**src/rtl/aeolus_alu_pkg.sv**
```systemverilog
// aeolus_alu_pkg
//   Shared definitions for the ALU issue stage: default operand width,
//   opcode encoding and issue FSM state encoding.
package aeolus_alu_pkg;

   localparam int unsigned DEFAULT_WIDTH = 4;

   typedef enum logic [1:0] {
      OP_AND = 2'b00,
      OP_OR  = 2'b01,
      OP_XOR = 2'b10,
      OP_ADD = 2'b11
   } alu_op_e;

   typedef enum logic [1:0] {
      IDLE = 2'b00,
      EXEC = 2'b01,
      DONE = 2'b10
   } issue_state_e;

endpackage

```
**src/rtl/alu_logic_core.sv**
```systemverilog
// alu_logic_core
//   Purely combinational ALU datapath.
//   Ports:
//     A, B    : WIDTH-bit operands
//     OP      : opcode (AND / OR / XOR / ADD)
//     RESULT  : WIDTH-bit result
//     CARRY   : carry-out of ADD, 0 for the logic ops
module alu_logic_core
   import aeolus_alu_pkg::*;
#(
   parameter int unsigned WIDTH = DEFAULT_WIDTH
) (
   input  logic [WIDTH-1:0] A,
   input  logic [WIDTH-1:0] B,
   input  alu_op_e          OP,
   output logic [WIDTH-1:0] RESULT,
   output logic             CARRY
);

   logic [WIDTH:0] sum;

   // Add at WIDTH+1 bits so the top bit is the carry-out.
   assign sum = {1'b0, A} + {1'b0, B};

   always_comb begin
      RESULT = '0;
      CARRY  = 1'b0;
      case (OP)
         OP_AND: RESULT = A & B;
         OP_OR:  RESULT = A | B;
         OP_XOR: RESULT = A ^ B;
         OP_ADD: {CARRY, RESULT} = sum;
         default: begin
            RESULT = '0;
            CARRY  = 1'b0;
         end
      endcase
   end

endmodule

```
**src/rtl/alu_issue_stage.sv**
```systemverilog
// alu_issue_stage
//   Single-entry ALU issue stage with valid/ready handshakes on both sides.
//   A request is latched in IDLE, computed in EXEC and presented in DONE
//   until the downstream accepts it.
//   Ports:
//     CLK, RESET            : clock, asynchronous active-high reset
//     IN_VALID / IN_READY   : upstream handshake
//     IN_OP, IN_A, IN_B     : opcode and operands
//     OUT_VALID / OUT_READY : downstream handshake
//     OUT_RESULT, OUT_ZERO,
//     OUT_CARRY             : registered result and flags (held until next DONE)
//     OP_COUNT              : wrapping count of results handed downstream
module alu_issue_stage
   import aeolus_alu_pkg::*;
#(
   parameter int unsigned WIDTH = DEFAULT_WIDTH,
   parameter int unsigned CNT_W = 8
) (
   input  logic             CLK,
   input  logic             RESET,
   input  logic             IN_VALID,
   output logic             IN_READY,
   input  logic [1:0]       IN_OP,
   input  logic [WIDTH-1:0] IN_A,
   input  logic [WIDTH-1:0] IN_B,
   output logic             OUT_VALID,
   input  logic             OUT_READY,
   output logic [WIDTH-1:0] OUT_RESULT,
   output logic             OUT_ZERO,
   output logic             OUT_CARRY,
   output logic [CNT_W-1:0] OP_COUNT
);

   issue_state_e     state_q, state_d;
   logic [WIDTH-1:0] op_a_q, op_b_q;
   alu_op_e          op_code_q;
   logic [WIDTH-1:0] core_result;
   logic             core_carry;
   logic             accept, exec_en, handoff;

   alu_logic_core #(.WIDTH(WIDTH)) u_core (
      .A      (op_a_q),
      .B      (op_b_q),
      .OP     (op_code_q),
      .RESULT (core_result),
      .CARRY  (core_carry)
   );

   always_ff @(posedge CLK or posedge RESET) begin
      if (RESET) state_q <= IDLE;
      else       state_q <= state_d;
   end

   always_comb begin
      state_d   = state_q;
      IN_READY  = 1'b0;
      OUT_VALID = 1'b0;
      accept    = 1'b0;
      exec_en   = 1'b0;
      handoff   = 1'b0;
      case (state_q)
         IDLE: begin
            IN_READY = 1'b1;
            if (IN_VALID) begin
               accept  = 1'b1;
               state_d = EXEC;
            end
         end
         EXEC: begin
            exec_en = 1'b1;
            state_d = DONE;
         end
         DONE: begin
            OUT_VALID = 1'b1;
            if (OUT_READY) begin
               handoff = 1'b1;
               state_d = IDLE;
            end
         end
         default: state_d = IDLE;
      endcase
   end

   // Operands are captured only at acceptance, so later input changes
   // cannot leak into the in-flight operation.
   always_ff @(posedge CLK or posedge RESET) begin
      if (RESET) begin
         op_a_q    <= '0;
         op_b_q    <= '0;
         op_code_q <= OP_AND;
      end else if (accept) begin
         op_a_q    <= IN_A;
         op_b_q    <= IN_B;
         op_code_q <= alu_op_e'(IN_OP);
      end
   end

   // Result registers update only in EXEC and otherwise retain the last
   // value; OUT_VALID is what qualifies them.
   always_ff @(posedge CLK or posedge RESET) begin
      if (RESET) begin
         OUT_RESULT <= '0;
         OUT_ZERO   <= 1'b0;
         OUT_CARRY  <= 1'b0;
      end else if (exec_en) begin
         OUT_RESULT <= core_result;
         OUT_ZERO   <= (core_result == '0);
         OUT_CARRY  <= core_carry;
      end
   end

   always_ff @(posedge CLK or posedge RESET) begin
      if (RESET)        OP_COUNT <= '0;
      else if (handoff) OP_COUNT <= OP_COUNT + 1'b1;
   end

endmodule
```
**config.mk**
```make
export PLATFORM = sky130hd
export DESIGN_NAME = alu_issue_stage
export DESIGN_NICKNAME = d
export VERILOG_FILES = /design/src/rtl/aeolus_alu_pkg.sv /design/src/rtl/alu_logic_core.sv /design/src/rtl/alu_issue_stage.sv
export SDC_FILE = /design/constraint.sdc
export NUM_CORES = 1
export LEC_CHECK = 0
export CORE_MARGIN = 2
export CORE_UTILIZATION = 37
export DETAILED_ROUTE_END_ITERATION = 8
export GPL_ROUTABILITY_DRIVEN = 0
export MAX_ROUTING_LAYER = met4
export PLACE_DENSITY = 0.72
export SLEW_MARGIN = 15
export SYNTH_ARGS = -nofsm -noshare
export SYNTH_HDL_FRONTEND = slang
export SYNTH_SLANG_ARGS = --single-unit
```
**constraint.sdc**
```tcl
create_clock -name CLK -period 1.9 [get_ports CLK]
set_input_delay 0.38 -clock CLK [delete_from_list [all_inputs] [get_ports CLK]]
set_output_delay 0.38 -clock CLK [all_outputs]
set_load 0.01 [all_outputs]
```
# Word level (Yosys, flattened, before mapping)
# Cells that the tools add are included.
[classes]
eq_ne = 7
n_reduce_logical = 4
n_mux = 12
add_sub_neg = 2
bitwise_logic = 3
[op_table]
columns = ["cell", "count"]
rows = [
  ["$pmux W4 S4", 1],
  ["$add A8 B1 Y8 const B", 1],
  ["$mux W1", 8],
  ["$eq A2 B2 Y1 const B", 3],
  ["$pmux W2 S3", 1],
  ["$add A4 B4 Y5", 1],
  ["$and A4 B4 Y4", 1],
  ["$eq A2 B1 Y1 const B", 2],
  ["$logic_not A2 Y1", 2],
  ["$logic_not A4 Y1", 1],
  ["$mux W2", 2],
  ["$ne A2 B2 Y1 const B", 2],
  ["$or A4 B4 Y4", 1],
  ["$xor A4 B4 Y4", 1],
  ["$reduce_and A2 Y1", 1],
]
[totals]
output_inout_bits = 16
elab_cells = 36
register_bits = 26

# Depth between registers and ports, before layout
# Gate-level depths: netlist (run 1).
[depth]
depth_word = 3
depth_mapped = 6

# By module
# From an unflattened synthesis (run 1), not the netlist that was laid out.
[unflattened]
hier_cells = 123
area_unflattened_um2 = 1435.1
[by_module_without_submodules]
columns = ["module", "area_each_um2", "instances", "seq_area_each_um2", "cells_per_inst"]
rows = [
  ["alu_issue_stage", 1098.6, 1, 650.6, 75],
  ["alu_logic_core", 336.6, 1, 0.0, 48],
]

# Worst setup path before layout (run 1)
# OpenSTA, ideal clock, no wires.
[synth_timing]
path_kind = "reg-to-reg"
from = "reg op_a_q[0]"
to = "reg OUT_ZERO"
setup_slack_ns = -0.123
setup_time_ns = 0.103
arrival_time_ns = 1.919
path_stages_with_launch = 6
path_cell_list = "dfrtp_1 > ha_1 > fa_1 > mux4_2 > a211o_1 > o41ai_2"
[synth_between]
elab_chain_cells = 3
word_cells_on_any_way = 6
cone_classes = "1 x add/sub; 1 x mux; 3 x bitwise; 1 x reduce/logical"
[synth_lines]
columns = ["item", "line", "text"]
rows = [
  ["start: declaration", "alu_issue_stage.sv:35", "logic [WIDTH-1:0] op_a_q, op_b_q;"],
  ["start signal: assignment", "alu_issue_stage.sv:88", "op_a_q <= '0;"],
  ["start signal: assignment", "alu_issue_stage.sv:92", "op_a_q <= IN_A;"],
  ["$add A4 B4 Y5, or another cell as far along", "alu_logic_core.sv:23", "assign sum = {1'b0, A} + {1'b0, B};"],
  ["$pmux W4 S4 (*)", "alu_logic_core.sv:28", "case (OP)"],
  ["$logic_not A4 Y1 (*)", "alu_issue_stage.sv:107", "OUT_ZERO <= (core_result == '0);"],
  ["end signal: assignment", "alu_issue_stage.sv:107", ""],
  ["end: declaration", "alu_issue_stage.sv:29", "output logic OUT_ZERO,"],
]
# Mark *: on every way between the ends. The rest lies on a longest branch, timed or not.
# A chain may end at the register's enable or synchronous reset.

# Final worst setup path (run 1)
[layout_timing]
from = "reg op_b_q[0]"
to = "reg OUT_ZERO"
[layout_between]
elab_chain_cells = 3
word_cells_on_any_way = 6
cone_classes = "1 x add/sub; 1 x mux; 3 x bitwise; 1 x reduce/logical"
[layout_lines]
columns = ["item", "line", "text"]
rows = [
  ["start: declaration", "alu_issue_stage.sv:35", ""],
  ["start signal: assignment", "alu_issue_stage.sv:89", "op_b_q <= '0;"],
  ["start signal: assignment", "alu_issue_stage.sv:93", "op_b_q <= IN_B;"],
  ["$add A4 B4 Y5, or another cell as far along", "alu_logic_core.sv:23", ""],
  ["$pmux W4 S4 (*)", "alu_logic_core.sv:28", ""],
  ["$logic_not A4 Y1 (*)", "alu_issue_stage.sv:107", ""],
]
# Marks and branches as above.

==> results.yml, run 1 <==
outcome:
  status: "finished with violations"
  violations: "negative setup slack"
cells_and_area:
  final_nets: 187
  fillers: 301
  layout-drive-gt1-share_pct: 13.66
  area_growth_pct: 33.14
  diodes: 0
power_and_ir_drop:
  vdd_drop_max_uv: 759.4
  p_seq_share_pct: 35.5
  power.density_nw_per_um2: 1541
  clockPowerShare_pct: 13.9
  leakage_uw: 0.0008141
  power_uw: 2718
  swShare_pct: 36.68
  internal_power_uw: 1721
  switching_power_uw: 997.1
  pwr-share-comb_pct: 50.6
grt:
  grt_pass1_vias: 1000
  grt_max_degree: 27
  grtUsageTotal_pct: 13.27
  antenna_found_initial: 0
  grt_remaining_overflow: 0
  grt_pass1_wl_mm: 4.215
timing:
  finalSetupViolations: 1
  slew_headroom_pct: 72.80
  finClkSkew_ns: 0.008493
  fin_tns_setup_ns: -0.2073
  min_period_over_period_pct: 110.9
  rsz0062_at_grt: "true"
  tightest_slew_ns: 0.4080
  drv_slew: 0
  clock.fmax_mhz: 474.5
  post-route-min-period_ns: 2.107
  finalHoldViolations: 0
  fin_ws_ns: -0.2073
yosys:
  ys_ff_latch: 26
  async_flop_share_pct: 100.0
  yosys-mux-area-fraction_pct: 7.554
  synth_area_leaders: "dfrtp_1 (49%), ha_1 (9.4%), nand2_1 (5.1%)"
  synth-xor-area-share_pct: 5.288
  ys_types: 29
  synth_area_sq_um: 1325
  synth.most_common_cell: "dfrtp_1"
  synthSimpleGateAreaFrac_pct: 11.61
  synth_common_cells: "dfrtp_1 (26), nand2_1 (18), o21ai_0 (13), inv_1 (11), ha_1 (10)"
  avgSynthCellArea_sq_um: 10.60
  synth_top_area_share_pct: 49.10
  synth_top_family_by_area: "simple AND/OR/NAND/NOR gates"
  synth-seq-area-share_pct: 49.10
  synth.net_count: 150
  synth_ff_type: "dfrtp_1"
  synthCells: 125
  synth_warnings: 0
  synth-adder-area-share_pct: 10.95
  synth_compound_area_share_pct: 10.29
  netlist.top_cell.by_area: "dfrtp_1"
  synth_edf_count: 0
routing:
  drt-vias-per-instance: 4.725
  first_iter_violations: 15
  ant_nets: 0
  wl_per_cell_um: 11.95
  wl_mm: 2.474
  drt_pass1_iterations: 4
  drc: 0
  via_count: 978
floorplan:
  row_count: 21
  core_area_sq_um: 3390
  start_util_pct: 39.09
  die_h_um: 63.84
  dieArea_sq_um: 4076
  ios: 30
  die_w_um: 63.84
setup_path:
  slowest_delay_ns: 0.49
  path_cells: "ha_2 -> fa_1 -> mux4_2 -> a211o_1 -> o41ai_2"
  slowest_stage: "mux4_2"
  worst-endpoint-required_ns: 2.11
  end_kind: "flop"
  critPathKind: "flop to flop"
  cp_max_fo: 2
  cp.arrival_ns: 2.32
  startpoint_type: "flop"
cts:
  hold_buffers: 0
  cts_root_buf: "clkbuf_4"
  cts_sinks: 26
  cts_tree: "built"
  clkLatencyLatePin_ns: 0.32
  clk_pin_slew_ns: 0.14
  htreeDepth: 1
  cts_buffers: 3
  clockBufferDepth: 2
min_path:
  min_path_type: "primary input to async pin"
place:
  post-place-ws_ns: -0.1692
  io_buffer_count: 29
  dpl.hpwl_mm: 1.924
job:
  cap_violations: 0
## worst paths after layout
path                                  start             to  slack, ns  depth (start not counted)
worst min register to register  OP_COUNT[7]    OP_COUNT[7]       0.48                          1
min in group CLK                OP_COUNT[7]    OP_COUNT[7]       0.48                          1
worst min-delay path                  RESET    OP_COUNT[6]       0.39                          3
worst max register to register    op_b_q[0]       OUT_ZERO      -0.21                          5
max in group asynchronous             RESET  OUT_RESULT[3]       1.25                          3
worst max-delay path              op_b_q[0]       OUT_ZERO      -0.21                          5
## critical path, delay by kind of cell, from the launching register on
kind                       cells  cell delay [ns]
muxes                          1             0.49
AOI/OAI and AO/OA              2             0.49
DFF                            1             0.42
adders and majority gates      2             0.60
## metal layers
metal / share of wire (%) / wire [um] / track usage [%]
met1: 43 / 1059 / 15.43
met2: 52 / 1295 / 23.70
met3: 4.8 / 119 / 3.873
met4: 0 / 0 / 0.8152
met5: 0 / 0 / -
## through the flow
step                      instances  hold WS (ns)  util [%]  cell area, sq um
final                           207        0.3928     52.05              1764
after global routing            207        0.4179     52.05              1764
after CTS                       205        0.3936     51.46              1744
after detailed placement        201        0.4638     49.94              1693
after global placement          201        0.4617     49.94              1693
after floorplan                 125        0.4200         -              1328
## cells in the final DEF (no fill, tap or decap)
| cell | n |
|---|---|
| a211oi_2 | 1 |
| nand3_1 | 3 |
| mux4_2 | 1 |
| mux2_2 | 6 |
| nand4b_1 | 1 |
| buf_4 | 8 |
| mux2i_1 | 1 |
| o31ai_1 | 1 |
| nor2b_1 | 2 |
| ha_1 | 9 |
| dlygate4sd2_1 | 1 |
| and2_1 | 1 |
| fa_1 | 1 |
| xor2_1 | 4 |
| clkbuf_4 | 3 |
| nand2_1 | 18 |
| nand2b_1 | 2 |
| ha_2 | 1 |
| nor2_1 | 4 |
| a211oi_1 | 1 |
| dfrtp_1 | 26 |
| inv_1 | 11 |
| clkdlybuf4s50_1 | 28 |
| bufinv_16 | 1 |
| a211o_1 | 1 |
| o41ai_2 | 1 |
| a21o_1 | 1 |
| a21oi_1 | 2 |
| a31oi_1 | 1 |
| nor3_1 | 2 |
| xnor2_1 | 4 |
| o21ai_0 | 13 |
| or3_1 | 1 |
## power groups by stage
stage / combinational [uW] / sequential, uW / clock, uW
finish: 1380 / 966 / 377
global route: 1560 / 994 / 416
CTS: 1340 / 971 / 394
detailed placement: 1340 / 983 / 0
global placement: 1290 / 967 / 0
floorplan: 845 / 974 / 0
## timing repair
action,4_1_cts,5_1_grt
endpoints found under the setup margin,2,3
resized for setup,1,1
pin swaps,0,1
buffers inserted,0,2
## flip-flops by register name, summed over array words and instances, names as in the netlist
register	cells
OP_COUNT	8
OUT_CARRY	1
OUT_RESULT	4
OUT_ZERO	1
op_a_q	4
op_b_q	4
op_code_q	2
state_q	2
## layout make-up
type	instances	area [sq um]	share of cell area, %
multi-input combinational	83	613.1	34.75
clock buffer	3	22.52	1.277
clock inverter	1	30.03	1.702
tap	46	57.56	3.262
sequential	26	650.6	36.88
inverter	11	41.29	2.340
timing repair buffer	37	349.1	19.79
## cells by family after synthesis
kind of cell             Yosys count
AO/OA/AOI/OAI                     22
adder cells (fa/ha/maj)           11
flip-flops                        26
multiplexers                       8
XOR/XNOR                           8
buffers and inverters             16
AND/OR/NAND/NOR                   34
(Power assumes the default switching activity.)
==> run 2, diff against run 1 <==
--- a/config.mk
+++ b/config.mk
@@ -5,12 +5,13 @@
 export SDC_FILE = /design/constraint.sdc
 export NUM_CORES = 1
 export LEC_CHECK = 0
+export ABC_AREA = 1
 export CORE_MARGIN = 2
 export CORE_UTILIZATION = 37
 export DETAILED_ROUTE_END_ITERATION = 8
 export GPL_ROUTABILITY_DRIVEN = 0
 export MAX_ROUTING_LAYER = met4
-export PLACE_DENSITY = 0.72
+export PLACE_DENSITY = 0.71
 export SLEW_MARGIN = 15
 export SYNTH_ARGS = -nofsm -noshare
 export SYNTH_HDL_FRONTEND = slang
==> run 2 against run 1 <==
  * The flow now finishes without violations
  * Cell count up 19%
  * Sequential power up 3.4%
  * Largest cell class is now multi-input gates
  * Setup slack better by 0.30 ns
==> results.yml, run 2 <==
outcome:
  status: "complete, no violations"
setup_path:
  end_kind: "output pin"
  r2r_end: "OUT_ZERO"
  critPathKind: "flop to output pin"
  worst-endpoint-required_ns: 1.52
  crit-reg2reg-launch: "op_a_q[0]"
  rrSetupSlack_ns: 0.21
  reg2reg_depth: 9
  startpoint_type: "flop"
  cp.arrival_ns: 1.43
  cp_max_fo: 3
cells_and_area:
  most-common-layout-cells: "nand2_1 (44), clkdlybuf4s50_1 (29), dfrtp_1 (26)"
  largest_reg_flops: 8
  diodes: 0
  layout-drive-gt1-share_pct: 7.035
  area_growth_pct: 29.57
  largest_register: "OP_COUNT"
  fin_cells: 247
  stdcell_area_sq_um: 1837
  final_common_cell: "nand2_1"
  final_nets: 225
cts:
  cts_buffers: 3
  cts_root_buf: "clkbuf_8"
  hold_buffers: 0
  cts_tree: "built"
  clockBufferDepth: 2
  clkLatencyLatePin_ns: 0.27
  htreeDepth: 1
  cts_sinks: 26
  post_cts_buffers: 0
  clk_pin_slew_ns: 0.09
routing:
  wl_per_cell_um: 10.98
  ant_nets: 0
  drc: 0
  met2_length_mm: 1.291
  wl_mm: 2.713
  wl_met3_um: 105
  first_iter_violations: 92
  via_count: 1127
  wl_met1_mm: 1.282
  top_layer: "met4"
  drt-vias-per-instance: 4.563
  drt_pass1_iterations: 4
place:
  placed_cell_area_sq_um: 1763
  io_buffer_count: 29
  placed_cells: 243
  dpl.hpwl_mm: 2.008
  post-place-ws_ns: 0.2828
yosys:
  synth_area_sq_um: 1418
  netlist.top_cell.by_area: "dfrtp_1"
  synthCells: 168
  synth_area_leaders: "dfrtp_1 (46%), nand2_1 (12%), ha_1 (8.8%)"
  synth_warnings: 0
  synth-seq-area-share_pct: 45.90
  ys_types: 23
  synth.net_count: 193
  async_flop_share_pct: 100.0
  synth_top_area_share_pct: 45.90
  synth_ff_type: "dfrtp_1"
  avgSynthCellArea_sq_um: 8.438
  synth_edf_count: 0
  synth_common_cells: "nand2_1 (44), dfrtp_1 (26), inv_1 (23), nor2_1 (15)"
  ys_ff_latch: 26
  synth.most_common_cell: "nand2_1"
floorplan:
  die_h_um: 65.90
  ios: 30
  dieArea_sq_um: 4343
  row_count: 22
  die_w_um: 65.90
  start_util_pct: 38.72
  core_area_sq_um: 3661
grt:
  grt_pass1_wl_mm: 4.919
  grt_remaining_overflow: 0
  grt_pass1_vias: 1161
  grt_max_degree: 27
  grtUsageTotal_pct: 15.30
  antenna_found_initial: 0
timing:
  tightest_slew_ns: 0.3550
  min_period_over_period_pct: 95.01
  rsz0062_at_grt: "false"
  finClkSkew_ns: 0.003421
  slew_headroom_pct: 76.13
  clock.fmax_mhz: 554.0
  drv_slew: 0
  fin_ws_ns: 0.09478
  finalSetupViolations: 0
  post-route-min-period_ns: 1.805
  holdWs_ns: 0.4471
  fin_tns_setup_ns: 0
  finalHoldViolations: 0
power_and_ir_drop:
  pwr-share-comb_pct: 48.1
  clockPowerShare_pct: 16.4
  leakage_uw: 0.0009200
  p_seq_share_pct: 35.6
  swShare_pct: 40.49
  power.density_nw_per_um2: 1529
  switching_power_uw: 1137
  vdd_drop_max_uv: 507.1
  internal_power_uw: 1672
job:
  cap_violations: 0
min_path:
  min_path_type: "primary input to async pin"
[run 2: layout make-up]
type	instances	area [sq um]
fill	357	1824
multi-input combinational	113	654.4
sequential	26	650.6
timing repair buffer	31	305.3
inverter	25	95.09
tap	48	60.06
clock buffer	3	41.29
clock inverter	1	30.03
[run 2: how the worst max path moves through the flow]
stage                    start  depth (start not counted)  endpoint  slack, ns
CTS                 state_q[0]                          2  IN_READY       0.04
global route        state_q[0]                          2  IN_READY       0.02
detailed placement   op_a_q[0]                          9  OUT_ZERO       0.28
floorplan            op_a_q[0]                          9  OUT_ZERO       0.38
finish              state_q[0]                          2  IN_READY       0.09
global placement     op_a_q[0]                          9  OUT_ZERO       0.33
[run 2: worst max-delay path, cell delays in order, from the launching register on]
cell	delay [ns]
dfrtp_1	0.44
nor2_2	0.17
clkdlybuf4s50_1	0.55
[run 2: repair_timing]
item | CTS | global route
resized for setup | 0 | 1
setup endpoints to repair | 0 | 1
endpoints found under the hold margin | 0 | 0
[run 2: cells by family after synthesis]
| family | Yosys count | synth area share, % |
|---|---|---|
| compound gates | 16 | 6.002 |
| buf+inv | 29 | 8.119 |
| flops | 26 | 45.90 |
| fa+ha+maj | 11 | 10.24 |
| simple gates | 81 | 26.66 |
| xor+xnor | 5 | 3.090 |
[run 2: power groups by stage]
stage	Combinational (uW)	Sequential, uW	Clock, uW
after floorplan	875	980	0
after global placement	1310	998	0
after detailed placement	1340	1010	0
after CTS	1370	996	472
after global routing	1550	1030	501
final	1350	999	459
[run 2: per-layer routing]
metal,track usage (%),vias up
met5,-,-
li1,-,582
met2,24.49,31
met4,6.771,0
met1,18.72,509
met3,3.066,5
[run 2: stage by stage]
stage	power [uW]	utilization, %
after global placement	2307	48.15
after global routing	3086	50.17
final	2809	50.17
after CTS	2834	50.10
after floorplan	1855	-
after detailed placement	2348	48.15
==> run 3, diff against run 2 <==
--- a/config.mk
+++ b/config.mk
@@ -10,6 +10,7 @@
 export CORE_UTILIZATION = 37
 export DETAILED_ROUTE_END_ITERATION = 8
 export GPL_ROUTABILITY_DRIVEN = 0
+export GPL_TIMING_DRIVEN = 0
 export MAX_ROUTING_LAYER = met4
 export PLACE_DENSITY = 0.71
 export SLEW_MARGIN = 15
==> run 3 against run 2 <==
  * Cell count is 0.81% higher
  * Largest power group unchanged
  * Clock power is 22% lower
  * Sequential share of layout area is 0.27 points higher
  * Critical path type unchanged
  * Fmax is 0.99% higher
  * Wire length is 4.7% lower
  * Core utilization is 0.38 points lower
  * Power is 3.7% lower
  * Sequential cell count stayed put
  * Critical endpoint unchanged
  * Largest cell class unchanged
==> results.yml, run 3 (same netlist as run 2, synthesis figures left out) <==
place:
  io_buffer_count: 29
  dpl.hpwl_mm: 1.988
  post-place-ws_ns: 0.2619
floorplan:
  row_count: 22
  ios: 30
  die_w_um: 65.90
  die_h_um: 65.90
  dieArea_sq_um: 4343
  start_util_pct: 38.72
  core_area_sq_um: 3661
setup_path:
  critPathKind: "flop to output pin"
  cp_max_fo: 3
  end_kind: "output pin"
  worst-endpoint-required_ns: 1.52
  startpoint_type: "flop"
  path_cells: "nor2_1 -> clkdlybuf4s50_1"
  slowest_stage: "clkdlybuf4s50_1"
  crit-reg2reg-launch: "op_a_q[0]"
  cp.arrival_ns: 1.41
  startpoint: "state_q[0]"
  path_delay_family: "buffers and inverters"
  slowest_delay_ns: 0.56
  crit_buf_inv: 1
cells_and_area:
  final_common_cell: "nand2_1"
  largest_register: "OP_COUNT"
  final_nets: 227
  diodes: 0
  finalCoreUtilization_pct: 49.79
  most-common-layout-cells: "nand2_1 (44), clkdlybuf4s50_1 (29), dfrtp_1 (26)"
  fillers: 366
  layout-drive-gt1-share_pct: 7.463
  area_growth_pct: 28.60
  largest_reg_flops: 8
cts:
  clockBufferDepth: 2
  cts_sinks: 26
  post_cts_buffers: 0
  cts_buffers: 3
  cts_tree: "built"
  cts_root_buf: "clkbuf_8"
  htreeDepth: 1
  clkLatencyLatePin_ns: 0.27
  ctsResizeCount: 0
  clk_pin_slew_ns: 0.09
  hold_buffers: 0
grt:
  grt_remaining_overflow: 0
  grt_max_degree: 27
  grt_pass1_wl_mm: 4.767
  grtUsageTotal_pct: 14.72
  antenna_found_initial: 0
  grt_pass1_vias: 1090
routing:
  drc: 0
  drt-vias-per-instance: 4.466
  met2_length_mm: 1.187
  wl_mm: 2.585
  ant_nets: 0
  via_count: 1112
  drt_pass1_iterations: 4
  wl_met1_mm: 1.254
  wl_per_cell_um: 10.38
  first_iter_violations: 38
  top_layer: "met4"
  wl_met3_um: 95
min_path:
  min_path_type: "flop to flop"
  min_from: "OP_COUNT[7]"
timing:
  fin_ws_ns: 0.1125
  fin_tns_setup_ns: 0
  tightest_slew_ns: 0.9567
  post-route-min-period_ns: 1.787
  finalHoldViolations: 0
  clock.fmax_mhz: 559.4
  finClkSkew_ns: 0.001028
  finalSetupViolations: 0
  rsz0062_at_grt: "false"
  slew_headroom_pct: 36.15
  min_period_over_period_pct: 94.08
  drv_slew: 0
power_and_ir_drop:
  power.density_nw_per_um2: 1484
  leakage_uw: 0.0009210
  vdd_drop_max_uv: 537.1
job:
  cap_violations: 0
outcome:
  status: "complete, no violations"
[run 3: changes by cell type in the layout (fill, tap and decap cells not counted)]
cell       before  now
buf_4           2    0
nor2_2          1    0
buf_2           0    4
nor2_1         14   15
clkbuf_8        3    4
bufinv_16       1    0
[run 3: layout make-up]
cell class	instances	area (sq um)	share of cell area, %
inverters	25	95.09	5.216
plain buffers	4	20.02	1.098
flip-flops and latches	26	650.6	35.69
well taps	48	60.06	3.294
clock buffers	4	55.05	3.020
repair buffers	29	290.3	15.92
multi-input cells	113	651.9	35.76
[run 3: worst reg2reg max path, stage by stage, from the launching register on]
cell and delay, ns:
dfrtp_1 0.41, ha_1 0.22, fa_1 0.41, inv_1 0.08
nand2_1 0.05, nand3_1 0.08, nand4_1 0.12, nor2_1 0.12
nand2_1 0.05, nand2_1 0.05
[run 3: power breakdown]
| part | switching, uW | internal [uW] | total, uW | leakage [uW] |
|---|---|---|---|---|
| clock network | 170 | 185 | 356 | 0.0000288 |
| registers | 164 | 779 | 943 | 0.000328 |
| logic | 784 | 623 | 1410 | 0.000564 |
[run 3: worst paths after layout]
check / endpoint / slack [ns] / cells after the start
min in group asynchronous: OP_COUNT[5] / 0.62 / 2
min reg2reg: OP_COUNT[7] / 0.48 / 1
max reg2reg: OUT_ZERO / 0.25 / 9
max: IN_READY / 0.11 / 2
max in group asynchronous: OUT_RESULT[1] / 0.70 / 2
min: OP_COUNT[7] / 0.48 / 1
[run 3: per-stage QoR]
stage | instances | hold slack, ns | power [uW] | instance area (sq um)
final | 249 | 0.4797 | 2705 | 1823
after global routing | 249 | 0.5087 | 2976 | 1823
after CTS | 249 | 0.4829 | 2726 | 1823
after detailed placement | 245 | 0.4663 | 2357 | 1768
after global placement | 245 | 0.4642 | 2321 | 1768
after floorplan | 168 | 0.4200 | 1855 | 1418
[run 3: routing by layer]
| metal | vias up | global-route usage (%) |
|---|---|---|
| li1 | 586 | - |
| met1 | 498 | 20.00 |
| met2 | 24 | 22.10 |
| met3 | 4 | 2.044 |
| met4 | 0 | 6.250 |
| met5 | - | - |
